==> config.mk <==
export PLATFORM = sky130hd
export DESIGN_NAME = reg_file_2r1w
export DESIGN_NICKNAME = d
export VERILOG_FILES = /design/src/rtl/reg_file_pkg.sv /design/src/rtl/reg_file_clear_seq.sv /design/src/rtl/reg_file_2r1w.sv
export SDC_FILE = /design/constraint.sdc
export NUM_CORES = 1
export LEC_CHECK = 0
export BUFFER_PORTS_ARGS = -buffer_cell sky130_fd_sc_hd__buf_2
export CAP_MARGIN = 10
export CORE_UTILIZATION = 55
export CTS_CLUSTER_SIZE = 40
export DETAILED_ROUTE_END_ITERATION = 16
export GPL_TIMING_DRIVEN = 1
export HOLD_SLACK_MARGIN = 0.05
export MAX_ROUTING_LAYER = met4
export PLACE_DENSITY = 0.78
export SLEW_MARGIN = 10
export SYNTH_ARGS = -nofsm -noshare
export SYNTH_HDL_FRONTEND = slang
export SYNTH_SLANG_ARGS = --single-unit
==> constraint.sdc <==
create_clock -name clk -period 2.3 [get_ports clk]
set_input_delay 0.345 -clock clk [delete_from_list [all_inputs] [get_ports clk]]
set_output_delay 0.345 -clock clk [all_outputs]
set_load 0.02 [all_outputs]
==> src/rtl/reg_file_pkg.sv <==
// Shared definitions for the 2-read/1-write register file: default geometry
// and the clear-sequencer state encoding.
package reg_file_pkg;

  localparam int DEF_WIDTH = 8;
  localparam int DEF_DEPTH = 4;

  typedef enum logic {
    CLR_IDLE = 1'b0,
    CLR_RUN  = 1'b1
  } clr_state_t;

endpackage

==> src/rtl/reg_file_clear_seq.sv <==
// Clear sequencer: after a clear_req pulse in idle, walks the address space
// one register per cycle (strobe + address) and reports busy while running.
// clear_req is ignored while a clear is already in progress.
module reg_file_clear_seq
  import reg_file_pkg::*;
#(
  parameter  int DEPTH = DEF_DEPTH,
  localparam int AW    = $clog2(DEPTH)
) (
  input  logic          clk,
  input  logic          rst,
  input  logic          clear_req,
  output logic          busy,
  output logic          clr_en,
  output logic [AW-1:0] clr_addr,
  output clr_state_t    state
);

  localparam logic [AW-1:0] LAST_ADDR = AW'(DEPTH - 1);

  clr_state_t    state_nxt;
  logic [AW-1:0] count;
  logic [AW-1:0] count_nxt;

  // State and counter registers; reset aborts any clear in progress.
  always_ff @(posedge clk) begin
    if (rst) begin
      state <= CLR_IDLE;
      count <= '0;
    end else begin
      state <= state_nxt;
      count <= count_nxt;
    end
  end

  // Next-state logic: start on request, step the counter, stop after the last register.
  always_comb begin
    state_nxt = state;
    count_nxt = count;
    case (state)
      CLR_IDLE: begin
        if (clear_req) begin
          state_nxt = CLR_RUN;
          count_nxt = '0;
        end
      end
      CLR_RUN: begin
        if (count == LAST_ADDR) begin
          state_nxt = CLR_IDLE;
          count_nxt = '0;
        end else begin
          count_nxt = count + 1'b1;
        end
      end
      default: begin
        state_nxt = CLR_IDLE;
        count_nxt = '0;
      end
    endcase
  end

  // busy comes straight from the state register, so it is glitch-free.
  assign busy     = (state == CLR_RUN);
  assign clr_en   = (state == CLR_RUN);
  assign clr_addr = count;

endmodule

==> src/rtl/reg_file_2r1w.sv <==
// General-purpose register bank: DEPTH x WIDTH array, one synchronous write
// port, two registered read ports, optional hardwired-zero register 0, and a
// built-in sequential clear.
// Optional macro REG_FILE_BYPASS_EN: an accepted write is forwarded to a read
// port addressing the same register at the same edge. Without it the read
// returns the pre-write contents.
module reg_file_2r1w
  import reg_file_pkg::*;
#(
  parameter  int WIDTH    = DEF_WIDTH,
  parameter  int DEPTH    = DEF_DEPTH,
  parameter  int ZERO_REG = 0,
  localparam int AW       = $clog2(DEPTH)
) (
  input  logic             clk,
  input  logic             rst,
  input  logic             write_reg,
  input  logic [AW-1:0]    wr_addr,
  input  logic [WIDTH-1:0] wr_data,
  input  logic [AW-1:0]    rd_addr_a,
  input  logic [AW-1:0]    rd_addr_b,
  output logic [WIDTH-1:0] rd_data_a,
  output logic [WIDTH-1:0] rd_data_b,
  input  logic             clear_req,
  output logic             busy
);

  logic [WIDTH-1:0] mem [DEPTH];

  clr_state_t       clr_state;
  logic             clr_en;
  logic [AW-1:0]    clr_addr;

  logic             wr_ok;
  logic             fwd_a;
  logic             fwd_b;
  logic [WIDTH-1:0] rd_val_a;
  logic [WIDTH-1:0] rd_val_b;

  reg_file_clear_seq #(
    .DEPTH (DEPTH)
  ) u_clear_seq (
    .clk       (clk),
    .rst       (rst),
    .clear_req (clear_req),
    .busy      (busy),
    .clr_en    (clr_en),
    .clr_addr  (clr_addr),
    .state     (clr_state)
  );

  // Addresses that do not map to a real, writable register.
  function automatic logic addr_valid(input logic [AW-1:0] addr);
    return (int'(addr) < DEPTH);
  endfunction

  function automatic logic addr_is_zero_reg(input logic [AW-1:0] addr);
    return (ZERO_REG != 0) && (addr == '0);
  endfunction

  // A write lands only when idle, in range, and not aimed at a hardwired zero.
  assign wr_ok = write_reg && (clr_state == CLR_IDLE) &&
                 addr_valid(wr_addr) && !addr_is_zero_reg(wr_addr);

  // Forwarding is qualified by wr_ok so dropped writes never leak to a read port.
  always_comb begin
    fwd_a = 1'b0;
    fwd_b = 1'b0;
`ifdef REG_FILE_BYPASS_EN
    fwd_a = wr_ok && (wr_addr == rd_addr_a);
    fwd_b = wr_ok && (wr_addr == rd_addr_b);
`endif
  end

  // Read muxes: zero for unmapped or hardwired-zero addresses, else array or forwarded data.
  always_comb begin
    rd_val_a = '0;
    rd_val_b = '0;
    if (addr_valid(rd_addr_a) && !addr_is_zero_reg(rd_addr_a)) begin
      rd_val_a = fwd_a ? wr_data : mem[rd_addr_a];
    end
    if (addr_valid(rd_addr_b) && !addr_is_zero_reg(rd_addr_b)) begin
      rd_val_b = fwd_b ? wr_data : mem[rd_addr_b];
    end
  end

  // Storage array: reset and sequential clear zero it; writes and clears never coincide.
  always_ff @(posedge clk) begin
    if (rst) begin
      for (int i = 0; i < DEPTH; i++) begin
        mem[i] <= '0;
      end
    end else begin
      if (clr_en) begin
        mem[clr_addr] <= '0;
      end
      if (wr_ok) begin
        mem[wr_addr] <= wr_data;
      end
    end
  end

  // Registered read ports; reads continue while a clear is running.
  always_ff @(posedge clk) begin
    if (rst) begin
      rd_data_a <= '0;
      rd_data_b <= '0;
    end else begin
      rd_data_a <= rd_val_a;
      rd_data_b <= rd_val_b;
    end
  end

endmodule
# Word-level counts from Yosys, hierarchy flattened

Memory sizes are Yosys's and may differ from the RTL's. A register that Yosys moved wholly into a read port is not among the register bits.
Index checks and enable logic that the tools add are counted.

Add/sub/neg operators: 1
Mux-type cells: 20
Equal/unequal tests: 2
Bitwise gates (word level): 1
Reductions and logical operators: 3

Operators by type and width:

| kind                                                           | number |
|---|---|
| 8-bit 2-to-1 mux                                               | 2 |
| 8-bit OR reduction                                             | 2 |
| 1-bit 2-to-1 mux                                               | 12 |
| 2-bit 2-to-1 mux                                               | 4 |
| 2-bit one-hot mux with 2 select lines                          | 1 |
| 2-bit by 1-bit adder with 2-bit output (second input constant) | 1 |
| 2-bit equality test (second input constant)                    | 1 |
| 2-bit != test (second input constant)                          | 1 |
| 1-bit one-hot mux with 2 select lines                          | 1 |
| 1-bit logical AND                                              | 1 |
| 1-bit inverter                                                 | 1 |

Bits of input ports: 18
Memories kept: 1
Memory bits (writable): 32
Output and inout bits: 17
Register bits after elaboration: 3

Memories:

| memory | depth | bits a word | read ports | clocked after memory_dff | write ports | RTL line            | text |
|---|---|---|---|---|---|---|---|
| mem    | 4     | 8           | 2          | 2                        | 4           | reg_file_2r1w.sv:28 | `logic [WIDTH-1:0] mem [DEPTH];` |

# Depth between registers and ports, before layout

Depth in word-level cells: 7
Mapped depth: 5
Mapped depth without buffers: 4

# Hierarchy

A second synthesis with hierarchy kept.

Cell total of the unflattened synthesis: 180
Area, all modules: 2280.9 um^2

Modules (own cells, without submodules):

| module             | sequential area each (um^2) | area each (um^2) | cells each | times used |
|---|---|---|---|---|
| reg_file_2r1w      | 1281.2                      | 2139.6           | 166        | 1 |
| reg_file_clear_seq | 60.1                        | 141.4            | 14         | 1 |

# Worst setup path before layout

No wires, ideal clock.

Kind: register -> register
Start point: register u_clear_seq.state (netlist: u_clear_seq.busy)
End point: memory mem[2][0] (netlist name), enable pin
Arrival time: 1.520 ns
Cell stages (with the launch flop): 5
Setup slack: 0.464 ns
Period minus slack after synthesis: 1.836 ns
Cells stage by stage: dfxtp_1 buf_2 nor3b_1 o2111ai_1 nand2_1

RTL lines:

| element                  | RTL line                 | text |
|---|---|---|
| start: declaration       | reg_file_clear_seq.sv:16 | `output clr_state_t state` |
| start signal: assignment | reg_file_clear_seq.sv:31 | `state <= state_nxt;` |
| end: declaration         | reg_file_2r1w.sv:28      |  |

==> summary.md <==
| Metric | Value |
|---|---|
| Critical path fanouts, max | 14 |
| Sw Pwr | 447 uW |
| Final Max Slew Viols | 0 |
| CTS tree | done |
| Fmax | 0.522 GHz |
| # setup viols final | 0 |
| Yosys warns | 0 |
| CP Capture Type | flip-flop |
| Final Hold Viols | 0 |
| Final nets | 214 |
| Sequential share of power | 0.593 |
| Worst setup SP type | flip-flop |
| RSZ-0062 raised after global routing | false |
| Critical Path RT | 2.24 ns |
| P&R area growth vs syn | 14.1% |
| Antenna Diode Count | 0 |
| Worst-path clk slew | 0.09 ns |
| Worst slew pin tran | 0.833 ns |
| Setup TNS | 0 ns |
| Die area | 0.00420 mm^2 |
| Remaining DRCs | 0 |
| Cell Chain, Critical Path | or3b_4 -> a21oi_1 -> a31oi_1 |
| Die width | 64.8 um |
| Number of CTS-inserted buffers | 5 |
| IO Count | 35 |
| Most common cell after layout, fill and taps aside | buf_2 |
| Detailed Place HPWL | 2790 um |
| Skew-Pair Late Insertion Delay | 0.31 ns |
| Register bit total from synthesis | 51 |
| Synth unique cells | 24 |
| Initial antenna violation count | 0 |
| Comb pwr share | 0.124 |
| Min Tclk post-route | 1.92 ns |
| Max_cap viols | 0 |
| Clock power frac | 0.283 |
| Core region area | between 0.003 and 0.004 mm^2 |
| Port Buf Inserts | 34 |
| Postcts setup bufs | 0 |
| H-tree depth | 2 |
| CTS Root Cell | clkbuf_8 |
| Worst path slowest cell | a31oi_1 |
| Pleak | 1.05 nW |
| GP Congestion | approximately 0.8 |
| HP Class | in -> reg |
| Slew HR | 0.442 |
| Post-DR wirelength/cell | 15.9 um |
| Vias in the first global route | 1333 |
| Synthesized net count | approximately 180 |
| Total global-route track usage | 0.220 |
| Crit path kind | reg -> reg |
| CP top delay family | compound AO/OA/AOI/OAI gates |
| Detailed-route vias per instance | 5.65 |
| Global-route wire length before repair | between 6000 and 7000 um |
| Hold Buf Count CTS | 0 |
| Finished Layout Cells | 244 |
| Antenna Violating Nets Remaining | 0 |
| Deepest clock path buffer count | 2 |
| Die height | 64.8 um |
| PwrDens | 727 mW/mm^2 |
| Clock Skews | 0.00590 ns |
| Largest net degree at the start of global routing | 20 |
| 1st-iter DRT viols | 83 |
| Status | completed |
| Mapped Avg Cell Area | 13.6 um^2 |
| Cell Area, Synth | between 0.002 and 0.0025 mm^2 |
| Sw Ratio | 0.248 |
| Tcrit/Tclk final | 0.834 |
| FILL cells | 270 |
| TritonRoute pass-1 iters | 4 |
| Share of layout cells above drive strength 1 | 0.321 |
| Post-CTS sizing | 0 |
| Routed WL | 3880 um |
| Row cnt | 22 |
| Core Util, Final | 0.666 |
| Gr ovfl total | 0 |
| Internal power | 1.35 mW |
| Sink Count | 51 |
| WP buf/inv | 0 |
| Initial Utilization | 0.584 |
| Seq/Total Area, Yosys | 0.618 |
| Worst VDD drop | ~310 uV |
| CP peak stage delay | 0.63 ns |
| CP arrival | ~1.9 ns |
| Via count | between 1000 and 1500 |
| Commonest cells after routing, fill and taps aside | buf_2 (34), edfxtp_1 (32), nor2_1 (27), dfxtp_1 (19) |
| Mapped Cells | 159 |
| DP Cell Count | 236 |
per-stage QoR:
stage	total power, mW	worst slack [ns]	hold slack, ns	area [um^2]
6_report	1.80	0.383	0.310	2480
5_1_grt	1.87	0.261	0.313	2480
4_1_cts	1.81	0.393	0.305	2480
3_5_place_dp	1.31	0.409	0.583	2390
3_3_place_gp	1.30	0.515	0.556	2390
2_1_floorplan	1.24	0.464	0.527	2170
flip-flops by register name, summed over array words and instances, names as in the netlist:
register              cells
mem                      32
rd_data_a                 8
rd_data_b                 8
u_clear_seq.busy          1
u_clear_seq.clr_addr      2
area by class of cell:
class | count | area, um^2 | share of cell area
clock buffers | 5 | 68.8 | 0.0278
clock inverters | 3 | 18.8 | 0.00758
inverters | 9 | 33.8 | 0.0136
multi-input cells | 91 | 761 | 0.307
flip-flops and latches | 51 | 1340 | 0.542
well taps | 48 | 60.1 | 0.0243
repair buffers | 37 | 193 | 0.0778
power groups by stage:
stage	Combinational [mW]	Sequential (mW)	Clock [mW]
final	0.224	1.07	0.510
after global routing	0.242	1.08	0.556
after CTS	0.226	1.07	0.517
after detailed placement	0.225	1.09	0
after global placement	0.219	1.08	0
after floorplan	0.131	1.11	0
Yosys cell counts:
cell type / number / area share
o2111ai_1: 1 / 0.0040
and2_1: 16 / 0.046
o211a_1: 1 / 0.0046
nor2b_1: 1 / 0.0029
a21o_1: 1 / 0.0035
edfxtp_1: 32 / 0.44
nor3b_2: 1 / 0.0058
nand2b_1: 1 / 0.0029
a21oi_1: 4 / 0.0092
a211oi_1: 1 / 0.0035
ha_1: 1 / 0.0058
or3b_4: 1 / 0.0052
buf_2: 3 / 0.0069
clkbuf_1: 5 / 0.0087
inv_1: 9 / 0.016
a221o_1: 1 / 0.0046
a31oi_1: 1 / 0.0029
nand3b_1: 1 / 0.0035
nor2_1: 27 / 0.047
dfxtp_1: 19 / 0.18
nand2_1: 13 / 0.022
nor4b_1: 1 / 0.0040
nor3b_1: 2 / 0.0069
mux4_2: 16 / 0.17
cells by family after synthesis:
family / share of synthesized area
AND/OR/NAND/NOR: 0.146
flip-flops: 0.618
buffers and inverters: 0.0311
multiplexers: 0.166
AO/OA/AOI/OAI: 0.0323
adder cells (fa/ha/maj): 0.00577
worst paths after layout:
path / startpoint / endpoint / slack (ns) / cells after the start
min reg2reg: u_clear_seq.clr_addr[0] / u_clear_seq.clr_addr[0] / 0.59 / 2
max reg2reg: u_clear_seq.busy / mem[3][6] / 0.38 / 3
min: rst / u_clear_seq.clr_addr[1] / 0.31 / 2
max: u_clear_seq.busy / mem[3][6] / 0.38 / 3
layer usage:
metal  vias to the layer above  GRT usage  part of all wire
met5                         -          -                 0
met2                        52      0.372              0.53
met1                       680      0.241              0.38
met3                         7     0.0651             0.076
li1                        639          -                 -
met4                         0     0.0944             0.021
worst reg2reg max path: stages, from the launching register on:
cell and delay, ns:
dfxtp_1 0.59, or3b_4 0.24, a21oi_1 0.08, a31oi_1 0.64
(Power assumes the default switching activity.)
